--- config.mk ---
export PLATFORM = sky130hd
export DESIGN_NAME = imem_boot_loader_flat
export DESIGN_NICKNAME = d
export VERILOG_FILES = /design/src/rtl/imem_boot_loader_if.sv /design/src/rtl/imem_boot_loader.sv /design/src/flat_wrapper.sv
export SDC_FILE = /design/constraint.sdc
export NUM_CORES = 1
export LEC_CHECK = 0
export BUFFER_PORTS_ARGS = -buffer_cell sky130_fd_sc_hd__buf_4
export CORE_MARGIN = 1
export CORE_UTILIZATION = 50
export CTS_CLUSTER_SIZE = 12
export DETAILED_ROUTE_END_ITERATION = 7
export GPL_ROUTABILITY_DRIVEN = 1
export PLACE_DENSITY = 0.77
export SLEW_MARGIN = 20
export SYNTH_ARGS = -nofsm -noshare
export SYNTH_HDL_FRONTEND = slang
export SYNTH_SLANG_ARGS = --single-unit
--- constraint.sdc ---
create_clock -name clk -period 3.93 [get_ports clk]
set_input_delay 0.5895 -clock clk [delete_from_list [all_inputs] [get_ports clk]]
set_output_delay 0.5895 -clock clk [all_outputs]
set_load 0.05 [all_outputs]
--- src/rtl/imem_boot_loader_if.sv ---
// imem_boot_loader_if
//   Bundles the loader's byte-stream handshake, reload request, instruction
//   memory write port and core/status outputs.
//   Signals:
//     byte_in[7:0], byte_valid -> loader   program stream byte and its valid
//     byte_ready               <- loader   loader accepts byte_in this cycle
//     reload                   -> loader   restart loading (DONE/ERR only)
//     imem_we, imem_addr[31:0],
//     imem_wdata[31:0]         <- loader   instruction memory write port
//     core_reset               <- loader   holds the core in reset
//     load_done, load_err      <- loader   load status
//   Modports: slave = loader side, master = stream source / system side.
interface imem_boot_loader_if;
    logic [7:0]  byte_in;
    logic        byte_valid;
    logic        byte_ready;
    logic        reload;
    logic        imem_we;
    logic [31:0] imem_addr;
    logic [31:0] imem_wdata;
    logic        core_reset;
    logic        load_done;
    logic        load_err;

    modport slave (
        input  byte_in, byte_valid, reload,
        output byte_ready, imem_we, imem_addr, imem_wdata,
               core_reset, load_done, load_err
    );

    modport master (
        output byte_in, byte_valid, reload,
        input  byte_ready, imem_we, imem_addr, imem_wdata,
               core_reset, load_done, load_err
    );
endinterface

--- src/rtl/imem_boot_loader.sv ---
// imem_boot_loader
//   Receives a program over a byte stream (16-bit little-endian word count N,
//   then N little-endian 32-bit words), writes each word into instruction
//   memory at consecutive word-aligned byte addresses, then releases the core
//   from reset. Out-of-range N (> DEPTH_WORDS) ends in an error state.
//   Ports:
//     clk    rising-edge clock
//     reset  asynchronous active-high reset
//     bus    imem_boot_loader_if.slave (stream in, imem write port, status)
//   Parameter:
//     DEPTH_WORDS  instruction memory capacity in 32-bit words
module imem_boot_loader #(
    parameter int unsigned DEPTH_WORDS = 256
) (
    input  logic               clk,
    input  logic               reset,
    imem_boot_loader_if.slave  bus
);

    typedef enum logic [2:0] {
        HDR0,
        HDR1,
        DATA,
        WRITE,
        DONE,
        ERR
    } state_t;

    state_t      state_q, state_d;
    logic [15:0] n_q, n_d;
    logic [15:0] word_idx_q, word_idx_d;
    logic [1:0]  k_q, k_d;
    logic [31:0] shift_q, shift_d;
    logic [31:0] addr_q, addr_d;
    logic [31:0] wdata_q, wdata_d;
    // Keeps byte_ready low until the first clock edge after reset release.
    logic        armed_q, armed_d;

    logic        ready;
    logic        xfer;
    logic [15:0] n_hdr;
    logic [31:0] word_next;

    always_comb begin
        ready = armed_q && ((state_q == HDR0) || (state_q == HDR1) ||
                            (state_q == DATA));
        xfer  = bus.byte_valid && ready;
    end

    always_comb begin
        state_d    = state_q;
        n_d        = n_q;
        word_idx_d = word_idx_q;
        k_d        = k_q;
        shift_d    = shift_q;
        addr_d     = addr_q;
        wdata_d    = wdata_q;
        armed_d    = 1'b1;

        n_hdr     = {bus.byte_in, n_q[7:0]};
        word_next = shift_q;
        word_next[{k_q, 3'b000} +: 8] = bus.byte_in;

        case (state_q)
            HDR0: begin
                if (xfer) begin
                    n_d[7:0] = bus.byte_in;
                    state_d  = HDR1;
                end
            end
            HDR1: begin
                if (xfer) begin
                    n_d = n_hdr;
                    if (n_hdr == '0) begin
                        state_d = DONE;
                    end else if (32'(n_hdr) > DEPTH_WORDS) begin
                        state_d = ERR;
                    end else begin
                        state_d = DATA;
                    end
                end
            end
            DATA: begin
                if (xfer) begin
                    shift_d = word_next;
                    k_d     = k_q + 2'd1;
                    if (k_q == 2'd3) begin
                        // Write port registers load here so they hold their
                        // value outside the single WRITE cycle.
                        state_d = WRITE;
                        addr_d  = {14'b0, word_idx_q, 2'b00};
                        wdata_d = word_next;
                    end
                end
            end
            WRITE: begin
                word_idx_d = word_idx_q + 16'd1;
                if ((word_idx_q + 16'd1) == n_q) begin
                    state_d = DONE;
                end else begin
                    state_d = DATA;
                end
            end
            DONE, ERR: begin
                if (bus.reload) begin
                    state_d    = HDR0;
                    word_idx_d = '0;
                    k_d        = '0;
                    n_d        = '0;
                    shift_d    = '0;
                end
            end
            default: begin
                state_d = HDR0;
            end
        endcase
    end

    always_ff @(posedge clk or posedge reset) begin
        if (reset) begin
            state_q    <= HDR0;
            n_q        <= '0;
            word_idx_q <= '0;
            k_q        <= '0;
            shift_q    <= '0;
            addr_q     <= '0;
            wdata_q    <= '0;
            armed_q    <= 1'b0;
        end else begin
            state_q    <= state_d;
            n_q        <= n_d;
            word_idx_q <= word_idx_d;
            k_q        <= k_d;
            shift_q    <= shift_d;
            addr_q     <= addr_d;
            wdata_q    <= wdata_d;
            armed_q    <= armed_d;
        end
    end

    always_comb begin
        bus.byte_ready = ready;
        bus.imem_we    = (state_q == WRITE);
        bus.imem_addr  = addr_q;
        bus.imem_wdata = wdata_q;
        bus.core_reset = (state_q != DONE);
        bus.load_done  = (state_q == DONE);
        bus.load_err   = (state_q == ERR);
    end

endmodule
--- src/flat_wrapper.sv ---
// flat-port wrapper written by rule: the top's interface ports become plain ports
module imem_boot_loader_flat 
#(
    parameter int unsigned DEPTH_WORDS = 256
)
  (clk, reset, bus_byte_in, bus_byte_valid, bus_reload, bus_byte_ready, bus_imem_we, bus_imem_addr, bus_imem_wdata, bus_core_reset, bus_load_done, bus_load_err);
  imem_boot_loader_if bus_i ();
  input  logic clk;
  input  logic reset;
  input wire logic [$bits(bus_i.byte_in)-1:0] bus_byte_in;
  input wire logic [$bits(bus_i.byte_valid)-1:0] bus_byte_valid;
  input wire logic [$bits(bus_i.reload)-1:0] bus_reload;
  output wire logic [$bits(bus_i.byte_ready)-1:0] bus_byte_ready;
  output wire logic [$bits(bus_i.imem_we)-1:0] bus_imem_we;
  output wire logic [$bits(bus_i.imem_addr)-1:0] bus_imem_addr;
  output wire logic [$bits(bus_i.imem_wdata)-1:0] bus_imem_wdata;
  output wire logic [$bits(bus_i.core_reset)-1:0] bus_core_reset;
  output wire logic [$bits(bus_i.load_done)-1:0] bus_load_done;
  output wire logic [$bits(bus_i.load_err)-1:0] bus_load_err;
  assign bus_i.byte_in = bus_byte_in;
  assign bus_i.byte_valid = bus_byte_valid;
  assign bus_i.reload = bus_reload;
  assign bus_byte_ready = bus_i.byte_ready;
  assign bus_imem_we = bus_i.imem_we;
  assign bus_imem_addr = bus_i.imem_addr;
  assign bus_imem_wdata = bus_i.imem_wdata;
  assign bus_core_reset = bus_i.core_reset;
  assign bus_load_done = bus_i.load_done;
  assign bus_load_err = bus_i.load_err;
  imem_boot_loader #(.DEPTH_WORDS(DEPTH_WORDS)) u_core (.clk(clk), .reset(reset), .bus(bus_i));
endmodule
### Word level (Yosys, flattened, before mapping)

Index checks and enable logic that the tools add are counted.

| storage, ports and cells | value |
|---|---|
| register bits | 118 |
| logic and storage cells | 68 |
| output and inout bits | 69 |
| input bits | 12 |

| cells by class | value |
|---|---|
| $lt $le $gt $ge | 1 |
| shift operators | 2 |
| add/subtract/negate cells | 3 |
| bitwise gates (word level) | 1 |
| multiplexer cells | 22 |
| eq/ne operators | 13 |
| reduce and logical (&&, ||, !) cells | 17 |

Operators by type and width:

| cell | count |
|---|---|
| 2-to-1 mux 32 bit | 2 |
| case mux 32 bit (2 select lines) | 1 |
| bitwise mux 32 bit | 1 |
| 2-to-1 mux 16 bit | 2 |
| case mux 16 bit (2 select lines) | 1 |
| variable shift 8 x 7 -> 32 bit, first input constant | 1 |
| indexed part select 8 x 7 -> 32 bit | 1 |
| 2-to-1 mux 3 bit | 8 |
| case mux 8 bit (3 select lines) | 1 |
| adder 16 x 1 -> 16 bit, second input constant | 1 |
| == test 16 bit | 1 |
| greater-than comparator 16 x 9 -> 1 bit, second input constant | 1 |
| zero test 16 bit | 1 |
| case mux 8 bit (2 select lines) | 1 |
| case mux 3 bit (5 select lines) | 1 |
| AND reduction 3 bit | 3 |
| 2-to-1 mux 8 bit | 1 |
| nonzero test 2 bit | 4 |
| negation 5 -> 7 bit | 1 |
| == test 3 x 2 -> 1 bit, second input constant | 2 |
| == test 3 bit, second input constant | 2 |
| != test 2 x 1 -> 1 bit, second input constant | 3 |
| AND reduction 5 bit | 1 |
| 2-to-1 mux 2 bit | 2 |
| other kinds (13) | 16 |

### Depth between registers and ports, before layout

Gate-level depths: netlist (run 1).

| depth | value |
|---|---|
| word-level depth | 7 |
| gate-level depth with buffers | 8 |
| mapped depth without buffers | 7 |

### Least setup slack after synthesis (run 1)

No wires, ideal clock.

| timing path | value |
|---|---|
| kind | register to output |
| start | reg u_core.state_q[1] |
| end | out bus_load_done |
| stages on the path, launching flop included | 5 |
| data required time | 3.340 ns |
| arrival time | 1.503 ns |
| buffers on the path | 1 |
| slack | 1.838 ns |
| path through | dfrtp_1 -> clkbuf_1 -> nor2b_1 -> nand2b_1 -> inv_1 |

| between the ends | value |
|---|---|
| longest elaborated chain between the ends | 1 |

RTL lines:

| item | line | source |
|---|---|---|
| from (decl) | imem_boot_loader.sv:29 | `state_t state_q, state_d;` |
| from (signal assigned) | imem_boot_loader.sv:130 | `state_q <= state_d;` |
| == test 3 bit | imem_boot_loader.sv:147 | `bus.load_done = (state_q == DONE);` |
| to (decl) | flat_wrapper.sv:18 | `output wire logic [$bits(bus_i.load_done)-1:0] bus_load_done;` |

No other way between the ends.

### Worst setup path in the final report (run 1)

| timing path | value |
|---|---|
| start | reg u_core.state_q[0] |
| end | out bus_imem_we |

| between the ends | value |
|---|---|
| longest elaborated chain between the ends | 1 |

RTL lines:

| item | line | source |
|---|---|---|
| == test 3 x 2 -> 1 bit | imem_boot_loader.sv:143 | `bus.imem_we = (state_q == WRITE);` |
| to (decl) | flat_wrapper.sv:14 | `output wire logic [$bits(bus_i.imem_we)-1:0] bus_imem_we;` |

No other way between the ends.

==> summary.md, run 1 <==
| Metric | Value |
|---|---|
| Syn Area/Cell | `~10 um^2` |
| Leading area contributor after synthesis | `dfrtp_1` |
| Total GRT Usage | `0.254` |
| CP Launch Type | `register` |
| Outcome | `complete, no violations` |
| Initial antenna violation count | `0` |
| RR Endpoint | `u_core.shift_q[27]` |
| First-pass GRT wire length | `23000 um` |
| Max Transition Viols Final | `0` |
| Most frequent cell after synthesis | `dfrtp_1` |
| Cell Chain, Critical Path | `nor2b_1 -> nand2_1 -> buf_4 -> inv_1 -> buf_4` |
| Post-DR vias/cell | `~5.9` |
| Max capacitance violation total | `0` |
| Boundary pin count | `between 80 and 90` |
| Area share of the largest cell type after synthesis | `0.508` |
| H-tree depth | `4` |
| Total power | `between 0.003 and 0.004 W` |
| Routed wire length | `13800 um` |
| Vias in the first global route | `approximately 4600` |
| Critical path class | `reg -> out` |
| Family with the most delay on the worst path | `buffers and inverters` |
| R2R cell count | `5` |
| Top post-synthesis cells by area | `dfrtp_1, a22o_1, o21ai_0, nand2_1, nor2b_1` |
| Count of cell types in the netlist | `57` |
| Slew at the pin closest to its max-slew limit | `about 0.86 ns` |
| Buffers plus inverters on the worst setup path | `3` |
| Cell Rows | `38` |
| Hpwl dp | `approximately 9000 um` |
| Hold Buf Count CTS | `0` |
| Critical path's most frequent cell | `buf_4` |
| Commonest cells in the netlist | `dfrtp_1, nand2_1, o21ai_0` |
| WP data arrival | `roughly 2.1 ns` |
| Period utilization | `0.688` |
| Highest Clock Rate | `roughly 370 MHz` |
| Final hold violations | `0` |
| Clk slew on worst S/H paths | `around 0.050 ns` |
| DRT antenna net count | `0` |
| Main synth FF type | `dfrtp_1` |
| Skew-Pair Late Insertion Delay | `roughly 0.42 ns` |
| N_diodes | `0` |
| Fill count | `between 800 and 900` |
| Number of synthesized flops with an enable pin | `0` |
| Synth Cell Area | `5810 um^2` |
| CP max stage cell | `dfrtp_1` |
| Clock sinks | `between 100 and 150` |
| Ys async rst share | `1.00` |
| Port Buf Inserts | `64` |
| R2R Path Start | `u_core.k_q[0]` |
| DR iter-0 viols | `a little under 300` |
| Sequential share of the synthesized area | `0.508` |
| Syn Inst Count | `582` |
| CTS root buffer | `clkbuf_16` |
| DR pass1 iterations | `4` |
| Chip Width | `110 um` |
| Clk_skew | `between 0.01 and 0.015 ns` |
| Crit. End Element | `primary output` |
| CTS tree | `done` |
| Leak pwr | `3.30 nW` |
| Flop2flop setup slack | `roughly 1.4 ns` |
| PD cells | `546 nW/um^2` |
| Nets | `646` |
| CP peak stage delay | `~0.48 ns` |
| DRC Markers | `0` |
| Final worst path period need | `2.70 ns` |
| Via count | `4576` |
| Largest buffer count on any clock path | `2` |
| # setup viols final | `0` |
| Die height | `approximately 110 um` |
| Num CTS Buffers | `17` |
| Effective utilization at floorplan | `0.524` |
| Core region area | `11100 um^2` |
| Hold crit path type | `in -> async` |
| Share of cells above drive strength 1 | `0.197` |
| Area grow syn2layout | `19.5%` |
| Seq cells post-synth | `118` |
| Final instance area | `6940 um^2` |
| RePlAce Congestion | `0.880` |
| Final setup margin | `between 1 and 1.5 ns` |
| Largest net degree at the start of global routing | `approximately 60` |
| Critical path required time | `approximately 3.3 ns` |
| Worst slew margin | `0.426` |
| Post-place instance area | `about 6300 um^2` |
| Wire length per cell | `17.6 um` |
| GR Overflow Total | `0` |
| Max FO, Critical Path | `20` |
| DIE AREA | `12100 um^2` |
| Unrepaired setup endpoints after global routing | `false` |
| Cts repair resizes | `0` |
| Peak supply drop | `around 0.33 mV` |
| TNS Setup | `0 ns` |
| Post-CTS Setup Bufs | `0` |
| Worst slack at placement | `between 1 and 1.5 ns` |
| Synth warnings | `0` |
==> area by class of cell <==
type / count / area [um^2] / share of cell area
clock buffers: 23 / 478 / 0.0689
clock inverters: 9 / 195 / 0.0281
inverters: 9 / 36.3 / 0.00523
multi-input cells: 410 / 2570 / 0.370
flip-flops and latches: 118 / 2950 / 0.426
well taps: 140 / 175 / 0.0252
repair buffers: 71 / 533 / 0.0768
==> metrics by stage <==
step / cells / hold WS (ns) / util
3_3_place_gp: 748 / 0.468 / 0.566
5_1_grt: 780 / 0.356 / 0.626
2_1_floorplan: 597 / 0.458 / -
6_report: 780 / 0.289 / 0.626
3_5_place_dp: 748 / 0.475 / 0.566
4_1_cts: 780 / 0.320 / 0.626
==> worst max-delay path by stage <==
stage / endpoint / from / slack, ns / depth (start not counted)
global placement: u_core.bus.imem_wdata[3] / bus_byte_valid / 1.48 / 8
detailed placement: u_core.bus.imem_wdata[11] / bus_byte_valid / 1.33 / 8
CTS: bus_imem_we / u_core.state_q[0] / 1.24 / 5
floorplan: u_core.armed_q / reset / 0.21 / 1
global route: bus_imem_we / u_core.state_q[0] / 1.10 / 5
finish: bus_imem_we / u_core.state_q[0] / 1.23 / 5
==> layer usage <==
metal / global-route usage / vias up / share of wire
li1: - / 2103 / -
met1: 0.345 / 2274 / 0.45
met2: 0.389 / 171 / 0.47
met3: 0.0569 / 28 / 0.053
met4: 0.112 / 0 / 0.026
met5: 0 / - / 0
==> cells in the final DEF, fill, tap and decap left out, types with 4 or more instances in the layout <==
cell type | Yosys | layout
inv_1 | 9 | 8
nand2_1 | 69 | 68
mux2_2 | 16 | 16
buf_4 | 17 | 71
nor4_1 | 4 | 4
dfrtp_1 | 118 | 118
and3_1 | 5 | 5
o21ai_0 | 60 | 60
nand4_1 | 6 | 6
conb_1 | 2 | 17
a21oi_1 | 41 | 41
a31oi_1 | 4 | 4
xor2_1 | 10 | 10
o31ai_1 | 9 | 9
nand3_1 | 8 | 8
ha_1 | 7 | 7
nor2_1 | 16 | 16
xnor2_1 | 14 | 14
and2_1 | 5 | 5
nor2b_1 | 34 | 34
a22o_1 | 41 | 41
bufinv_16 | 0 | 6
clkbuf_16 | 0 | 17
==> logic make-up after synthesis <==
family                     count (synthesis)  share of synthesized area
buffers and inverters                     69                     0.0597
muxes                                     18                     0.0347
and+or+nand+nor                          172                      0.156
other                                      2                    0.00129
AOI/OAI and AO/OA                        172                      0.189
adders and majority gates                  7                     0.0151
DFF                                      118                      0.508
xor gates and xnor gates                  24                     0.0362
==> power by group <==
group	internal [W]	switching (W)	total, W	leakage [nW]
registers	0.00132	0.000124	0.00144	1.62
clock network	0.00124	0.000534	0.00177	0.331
logic	0.000235	0.000344	0.000580	1.34
==> sequential cells by signal (all words and copies together) (netlist names) <==
register,flops
u_core.shift_q,32
u_core.bus.imem_addr,16
u_core.word_idx_q,16
u_core.armed_q,1
u_core.state_q,3
u_core.k_q,2
u_core.bus.imem_wdata,32
u_core.n_q,16
(Power assumes the default switching activity.)
==> run 2: changes to the inputs <==
--- a/config.mk
+++ b/config.mk
@@ -5,6 +5,7 @@
 export SDC_FILE = /design/constraint.sdc
 export NUM_CORES = 1
 export LEC_CHECK = 0
+export ABC_AREA = 1
 export BUFFER_PORTS_ARGS = -buffer_cell sky130_fd_sc_hd__buf_4
 export CORE_MARGIN = 1
 export CORE_UTILIZATION = 50
==> constraint.sdc (replaced) <==
create_clock -name clk -period 2.2 [get_ports clk]
set_input_delay 0.33 -clock clk [delete_from_list [all_inputs] [get_ports clk]]
set_output_delay 0.33 -clock clk [all_outputs]
set_load 0.05 [all_outputs]
==> run 2 against run 1 <==
Critical path depth grew 5. Register-to-register slack lost 1.3 ns. Setup slack lost 1.1 ns. Largest power group unchanged. Highest routed layer unchanged.
==> summary.md, run 2 <==
| Metric | Value |
|---|---|
| GR Overflow Total | `0 (unchanged)` |
| Final instance area | `7110 um^2 (+2.5%)` |
| CTS tree | `done` |
| Sw Ratio | `0.306 (+0.0412)` |
| Family with the most delay on the worst path | `simple AND/OR/NAND/NOR gates` |
| Worst slack at placement | `0.123 ns (-1.21 ns)` |
| CP peak stage delay | `0.42 ns (-0.06 ns)` |
| Most frequent cells in the layout | `inv_1, nand2_1, dfrtp_1` |
| Effective utilization at floorplan | `0.515 (-0.00971)` |
| Port Buf Inserts | `64 (unchanged)` |
| Final hold violations | `0 (unchanged)` |
| Clock power share | `0.422 (-0.045)` |
| Largest net degree at the start of global routing | `119 (+95%)` |
| Final worst path period need | `about 2.1 ns` |
| Worst slew margin | `0.587 (+0.161)` |
| DIE AREA | `12200 um^2 (+1.1%)` |
| Leading area contributor after synthesis | `dfrtp_1` |
| Peak supply drop | `0.570 mV (+73%)` |
| Post-place instance area | `6450 um^2 (+2.9%)` |
| Leak pwr | `3.44 nW (+4.4%)` |
| Most frequent cell after synthesis | `inv_1` |
| Commonest cells in the netlist | `inv_1, nand2_1, dfrtp_1` |
| Chip Width | `110 um (+0.57%)` |
| CTS root buffer | `clkbuf_16` |
| Total power | `0.00664 W (+75%)` |
| Reg area | `2950 um^2 (unchanged)` |
| Hpwl dp | `9870 um (+8.3%)` |
| Fill count | `958 (+8.1%)` |
| Max FO, Critical Path | `16 (-20%)` |
| Outcome | `complete, no violations` |
| Final setup margin | `0.144 ns (-1.08 ns)` |
| # setup viols final | `0 (unchanged)` |
| Critical path class | `reg -> reg` |
| Hold crit path type | `in -> async` |
| Unrepaired setup endpoints after global routing | `true` |
| Period utilization | `0.935` |
| Total GRT Usage | `0.244 (-0.00976)` |
| Share of cells above drive strength 1 | `0.178 (-0.0189)` |
| Switching power | `0.00203 W (+100%)` |
| Syn Area/Cell | `8.28 um^2 (-17%)` |
| WP data arrival | `2.36 ns (+0.25 ns)` |
| Crit. End Element | `register` |
| Syn Inst Count | `710 (+22%)` |
| Vias in the first global route | `5042 (+9.5%)` |
| DR iter-0 viols | `358 (+21%)` |
| Int Power | `0.00461 W (+65%)` |
| Final hold slack | `0.105 ns (-0.184 ns)` |
| CP Launch Type | `register` |
| N_diodes | `0 (unchanged)` |
| Die height | `110 um (+0.57%)` |
| First-pass GRT wire length | `24000 um (+4.3%)` |
| Multi-input gate area | `2250 um^2 (-13%)` |
| Placed cell count | `905 (+21%)` |
| Largest buffer count on any clock path | `2 (unchanged)` |
| Area grow syn2layout | `21.1%` |
| Clk_skew | `0.00955 ns (-0.00154 ns)` |
| RePlAce Congestion | `0.893 (+1.5%)` |
| Cell Chain, Critical Path | `inv_1 -> nand2_2 -> nand2_2 -> and2_4 -> nand2_4 -> inv_4 -> nand2_4 -> nor2_8 -> buf_4 -> mux2_2` |
| Slew at the pin closest to its max-slew limit | `0.619 ns (-0.240 ns)` |
| Main synth FF type | `dfrtp_1` |
| Via count | `5133 (+12%)` |
| Max Transition Viols Final | `0 (unchanged)` |
| DRC Markers | `0 (unchanged)` |
| Core region area | `11400 um^2 (+3.1%)` |
| Top post-synthesis cells by area | `dfrtp_1, inv_1, nand2_1, o22ai_1, nor2_1` |
| Count of cell types in the netlist | `29 (-49%)` |
| Part of the power in registers | `0.373 (-0.007)` |
| Logic gate share of total power | `0.205 (+0.052)` |
| Boundary pin count | `81 (unchanged)` |
| Skew-Pair Late Insertion Delay | `0.41 ns (about the same)` |
| Most common cell after layout, fill and taps aside | `inv_1` |
| CP max stage cell | `dfrtp_1` |
| Clock sinks | `118 (unchanged)` |
| Non-filler cells, final | `941 (+21%)` |
| DR pass1 iterations | `5 (+1)` |
| Buffers plus inverters on the worst setup path | `3 (unchanged)` |
| Num CTS Buffers | `17 (unchanged)` |
| Synth Cell Area | `5880 um^2 (+1.2%)` |
| Area share of the largest cell type after synthesis | `0.503 (-0.00585)` |
| Wire length per cell | `15.6 um (-11%)` |
| Routed wire length | `14700 um (+6.9%)` |
| Max capacitance violation total | `0 (unchanged)` |
| H-tree depth | `4 (unchanged)` |
| DRT antenna net count | `0 (unchanged)` |
| Nets | `805 (+25%)` |
| Synth warnings | `0 (unchanged)` |
| PD cells | `933 nW/um^2 (+71%)` |
| Number of synthesized flops with an enable pin | `0 (unchanged)` |
| Post-DR vias/cell | `5.45 (-7.0%)` |
| Ys async rst share | `1.00 (unchanged)` |
| Cell Rows | `39 (+2.6%)` |
| Clk slew on worst S/H paths | `0.05 ns (about the same)` |
| Seq cells post-synth | `118 (unchanged)` |
| Highest Clock Rate | `~490 MHz` |
| Critical path required time | `2.50 ns (-0.84 ns)` |
| Sequential share of the synthesized area | `0.503 (-0.00585)` |
| Initial antenna violation count | `0 (unchanged)` |
-- run 2: cell count changes in the layout (fill, tap and decap cells not counted), sizes merged, moves of 7 or more --
| cell | previous run | this run |
|---|---|---|
| buf | 71 | 81 |
| and3 | 7 | 0 |
| xnor2 | 14 | 0 |
| xor2 | 10 | 0 |
| o31ai | 9 | 1 |
| nand2 | 69 | 126 |
| a22o | 41 | 0 |
| inv | 9 | 124 |
| o22ai | 1 | 73 |
| nor2b | 34 | 0 |
| o21ai | 61 | 30 |
| nand3 | 8 | 39 |
| mux2 | 17 | 5 |
| nor2 | 17 | 82 |
-- run 2: power by group through the flow --
stage / sequential, W / clock, W / combinational (W)
after floorplan: 0.00249 / 0 / 0.000995
after global placement: 0.00250 / 0 / 0.00129
after detailed placement: 0.00251 / 0 / 0.00134
after CTS: 0.00247 / 0.00282 / 0.00135
after global routing: 0.00249 / 0.00292 / 0.00152
final: 0.00248 / 0.00280 / 0.00136
-- run 2: worst min-delay path, cell delays in order --
cell	delay [ns]
buf_4	0.12
clkinvlp_4	0.07
buf_12	0.46
-- run 2: path summary, 6_finish.rpt --
| kind | from | cells past startpoint | to | slack, ns |
|---|---|---|---|---|
| max | u_core.state_q[1] | 10 | u_core.bus.imem_wdata[2] | 0.14 |
| min | reset | 3 | u_core.bus.imem_addr[17] | 0.11 |
| max reg2reg | u_core.state_q[1] | 10 | u_core.bus.imem_wdata[2] | 0.14 |
| min reg2reg | u_core.bus.imem_wdata[3] | 1 | u_core.bus.imem_wdata[3] | 0.51 |
| max in group asynchronous | reset | 3 | u_core.bus.imem_wdata[12] | 1.64 |
| min in group clk | bus_reload | 4 | u_core.state_q[2] | 0.20 |
-- run 2: final cells by class --
cell class / instances / area share
Tap cell: 143 / 0.0251
Clock inverter: 9 / 0.0176
Multi-Input combinational cell: 442 / 0.316
Clock buffer: 22 / 0.0667
Inverter: 125 / 0.0668
Timing Repair Buffer: 82 / 0.0930
Sequential cell: 118 / 0.415
-- run 2: stage by stage --
stage | utilization | TNS, ns
finish | 0.623 | 0
CTS | 0.617 | 0
global route | 0.623 | -0.0182
global placement | 0.565 | 0
floorplan | - | 0
detailed placement | 0.565 | 0
-- run 2: logic make-up after synthesis --
| kind of cell | synth area share |
|---|---|
| flops | 0.503 |
| fa+ha+maj | 0.0149 |
| other cells | 0.00128 |
| compound gates | 0.150 |
| simple gates | 0.195 |
| mux | 0.00958 |
| buf+inv | 0.126 |
-- run 2: layer usage --
metal  vias to the layer above  track usage  part of all wire
met5                         -            0                 0
met4                         0       0.0996             0.021
met3                        25       0.0494             0.057
met2                       211        0.395              0.49
met1                      2464        0.322              0.43
li1                       2433            -                 -
-- run 2: what timing repair did --
action                                  4_1_cts  5_1_grt
endpoints found under the setup margin        0       32
hold buffers                                  0        0
gates resized for setup                       0        5
buffers inserted                              0        4
==> run 3: changes to the inputs <==
--- a/config.mk
+++ b/config.mk
@@ -12,7 +12,8 @@
 export CTS_CLUSTER_SIZE = 12
 export DETAILED_ROUTE_END_ITERATION = 7
 export GPL_ROUTABILITY_DRIVEN = 1
-export PLACE_DENSITY = 0.77
+export MAX_ROUTING_LAYER = met4
+export PLACE_DENSITY = 0.81
 export SLEW_MARGIN = 20
 export SYNTH_ARGS = -nofsm -noshare
 export SYNTH_HDL_FRONTEND = slang
==> run 3 against run 2 <==
Utilization is 0.37 points lower. Design area is 0.60% lower. Non-clock buffer count is 1 lower. Power shrank 2.0%. Hold slack got worse by 0.029 ns. Clock-buffer cell count shrank 1. Combinational power barely moved. Via count decreased by 1.2%. Fmax grew 0.41%. Clock skew decreased by 0.0021 ns. Highest routed layer unchanged.
==> summary.md, run 3 (same netlist as run 2, synthesis figures left out) <==
| Metric | Value |
|---|---|
| Outcome | `complete, no violations` |
| Post-DR vias/cell | `5.39 (-1.1%)` |
| Clock sinks | `118 (unchanged)` |
| Most common cell after layout, fill and taps aside | `nand2_1` |
| First-pass GRT wire length | `23200 um (-3.4%)` |
| Wire length per cell | `15.0 um (-4.3%)` |
| WP data arrival | `2.36 ns (about the same)` |
| Final worst path period need | `2.05 ns (-0.00835 ns)` |
| CTS root buffer | `clkbuf_16` |
| GR Overflow Total | `0 (unchanged)` |
| Buffers plus inverters on the worst setup path | `2 (-1)` |
| Leak pwr | `3.43 nW (-0.57%)` |
| Clk_skew | `0.00744 ns (-0.00210 ns)` |
| Critical path required time | `2.51 ns (about the same)` |
| Cell Rows | `39 (unchanged)` |
| Period utilization | `0.931 (-0.00380)` |
| Port Buf Inserts | `64 (unchanged)` |
| DRC Markers | `0 (unchanged)` |
| Skew-Pair Late Insertion Delay | `0.42 ns (about the same)` |
| Family with the most delay on the worst path | `simple AND/OR/NAND/NOR gates` |
| Boundary pin count | `81 (unchanged)` |
| Peak supply drop | `0.685 mV (+20%)` |
| Hold crit path type | `in -> async` |
| CP Launch Type | `register` |
| Core region area | `11400 um^2 (unchanged)` |
| Chip Width | `110 um (unchanged)` |
| Hold Buf Count CTS | `0 (unchanged)` |
| Clk slew on worst S/H paths | `0.05 ns (about the same)` |
| Worst slack at placement | `0.148 ns (+0.0251 ns)` |
| Most frequent cells in the layout | `nand2_1, inv_1, dfrtp_1` |
| Total GRT Usage | `0.245 (+0.000657)` |
| Final hold violations | `0 (unchanged)` |
| Final setup margin | `0.152 ns (+0.00835 ns)` |
| Die height | `110 um (unchanged)` |
| Max capacitance violation total | `0 (unchanged)` |
| Flop2flop setup slack | `0.15 ns (about the same)` |
| Total power | `0.00650 W (-2.0%)` |
| Routed wire length | `14100 um (-4.4%)` |
| Highest Clock Rate | `488 MHz (+0.41%)` |
| Max Transition Viols Final | `0 (unchanged)` |
| TNS Setup | `0 ns (unchanged)` |
| H-tree depth | `4 (unchanged)` |
| Critical path class | `reg -> reg` |
| Slew at the pin closest to its max-slew limit | `0.638 ns (+0.0189 ns)` |
| DR iter-0 viols | `325 (-9.2%)` |
| Largest buffer count on any clock path | `2 (unchanged)` |
| DIE AREA | `12200 um^2 (unchanged)` |
| Worst slew margin | `0.575 (-0.0126)` |
| Cell Chain, Critical Path | `nor2_1 -> nand2_1 -> nand2_2 -> and2_4 -> nand2_4 -> inv_4 -> nand2_4 -> nor2_8 -> buf_4 -> mux2_2` |
| Via count | `5071 (-1.2%)` |
| Largest net degree at the start of global routing | `119 (unchanged)` |
| Effective utilization at floorplan | `0.515 (unchanged)` |
| Initial antenna violation count | `0 (unchanged)` |
| CTS tree | `done` |
| # setup viols final | `0 (unchanged)` |
| Final hold slack | `0.0763 ns (-0.0292 ns)` |
| Num CTS Buffers | `17 (unchanged)` |
| CP peak stage delay | `0.43 ns (about the same)` |
| CP max stage cell | `dfrtp_1` |
| DR pass1 iterations | `7 (+2)` |
| N_diodes | `0 (unchanged)` |
| Critical path's most frequent cell | `nand2_4` |
| Max FO, Critical Path | `12 (-4)` |
| RePlAce Congestion | `0.866 (-3.0%)` |
| Area grow syn2layout | `20.4%` |
| Crit. End Element | `register` |
| Nets | `804 (-0.12%)` |
| Hpwl dp | `9420 um (-4.5%)` |
| Vias in the first global route | `4823 (-4.3%)` |
| DRT antenna net count | `0 (unchanged)` |
| Share of cells above drive strength 1 | `0.179 (+0.00148)` |
| PD cells | `920 nW/um^2 (-1.4%)` |
run 3: changes by cell type in the layout (fill, tap and decap cells not counted), sizes merged:
| cell | delta |
|---|---|
| bufinv | -1 |
| clkbuf | -2 |
| clkinv | +2 |
run 3: routing by layer:
layer	vias up	GRT usage	share of wire
li1	2442	-	-
met1	2380	0.322	0.43
met2	211	0.362	0.48
met3	38	0.0516	0.062
met4	0	0.118	0.027
met5	-	-	0
run 3: cell type report:
| cell class | instances | area, um^2 |
|---|---|---|
| fillers | 975 | 4350 |
| clock inverters | 10 | 105 |
| well taps | 143 | 179 |
| flip-flops and latches | 118 | 2950 |
| repair buffers | 81 | 653 |
| multi-input cells | 442 | 2250 |
| clock buffers | 21 | 460 |
| inverters | 125 | 475 |
run 3: path summary, 6_finish.rpt:
kind / from / to / depth (start not counted)
min: reset / u_core.bus.imem_addr[3] / 3
max: u_core.state_q[2] / u_core.bus.imem_wdata[1] / 10
min reg2reg: u_core.bus.imem_wdata[2] / u_core.bus.imem_wdata[2] / 1
min in group clk: bus_reload / u_core.state_q[2] / 4
max in group asynchronous: reset / u_core.shift_q[8] / 3
max reg2reg: u_core.state_q[2] / u_core.bus.imem_wdata[1] / 10
run 3: through the flow:
stage	utilization	area, um^2	cells
floorplan	-	5940	725
global placement	0.565	6450	904
detailed placement	0.565	6450	904
CTS	0.615	7020	935
global route	0.619	7070	940
finish	0.619	7070	940
run 3: repair_timing:
action | 4_1_cts | 5_1_grt
setup buffers | 0 | 5
endpoints found under the setup margin | 0 | 9
gates resized for setup | 0 | 6
run 3: tightest hold or removal path, stage by stage:
cell and delay, ns:
buf_4 0.12, clkinvlp_4 0.07, buf_12 0.44
run 3: power breakdown:
group	switching [W]	internal [W]
clock network	0.000967	0.00170
logic	0.000957	0.000400
registers	0.000116	0.00236
total	0.00204	0.00446
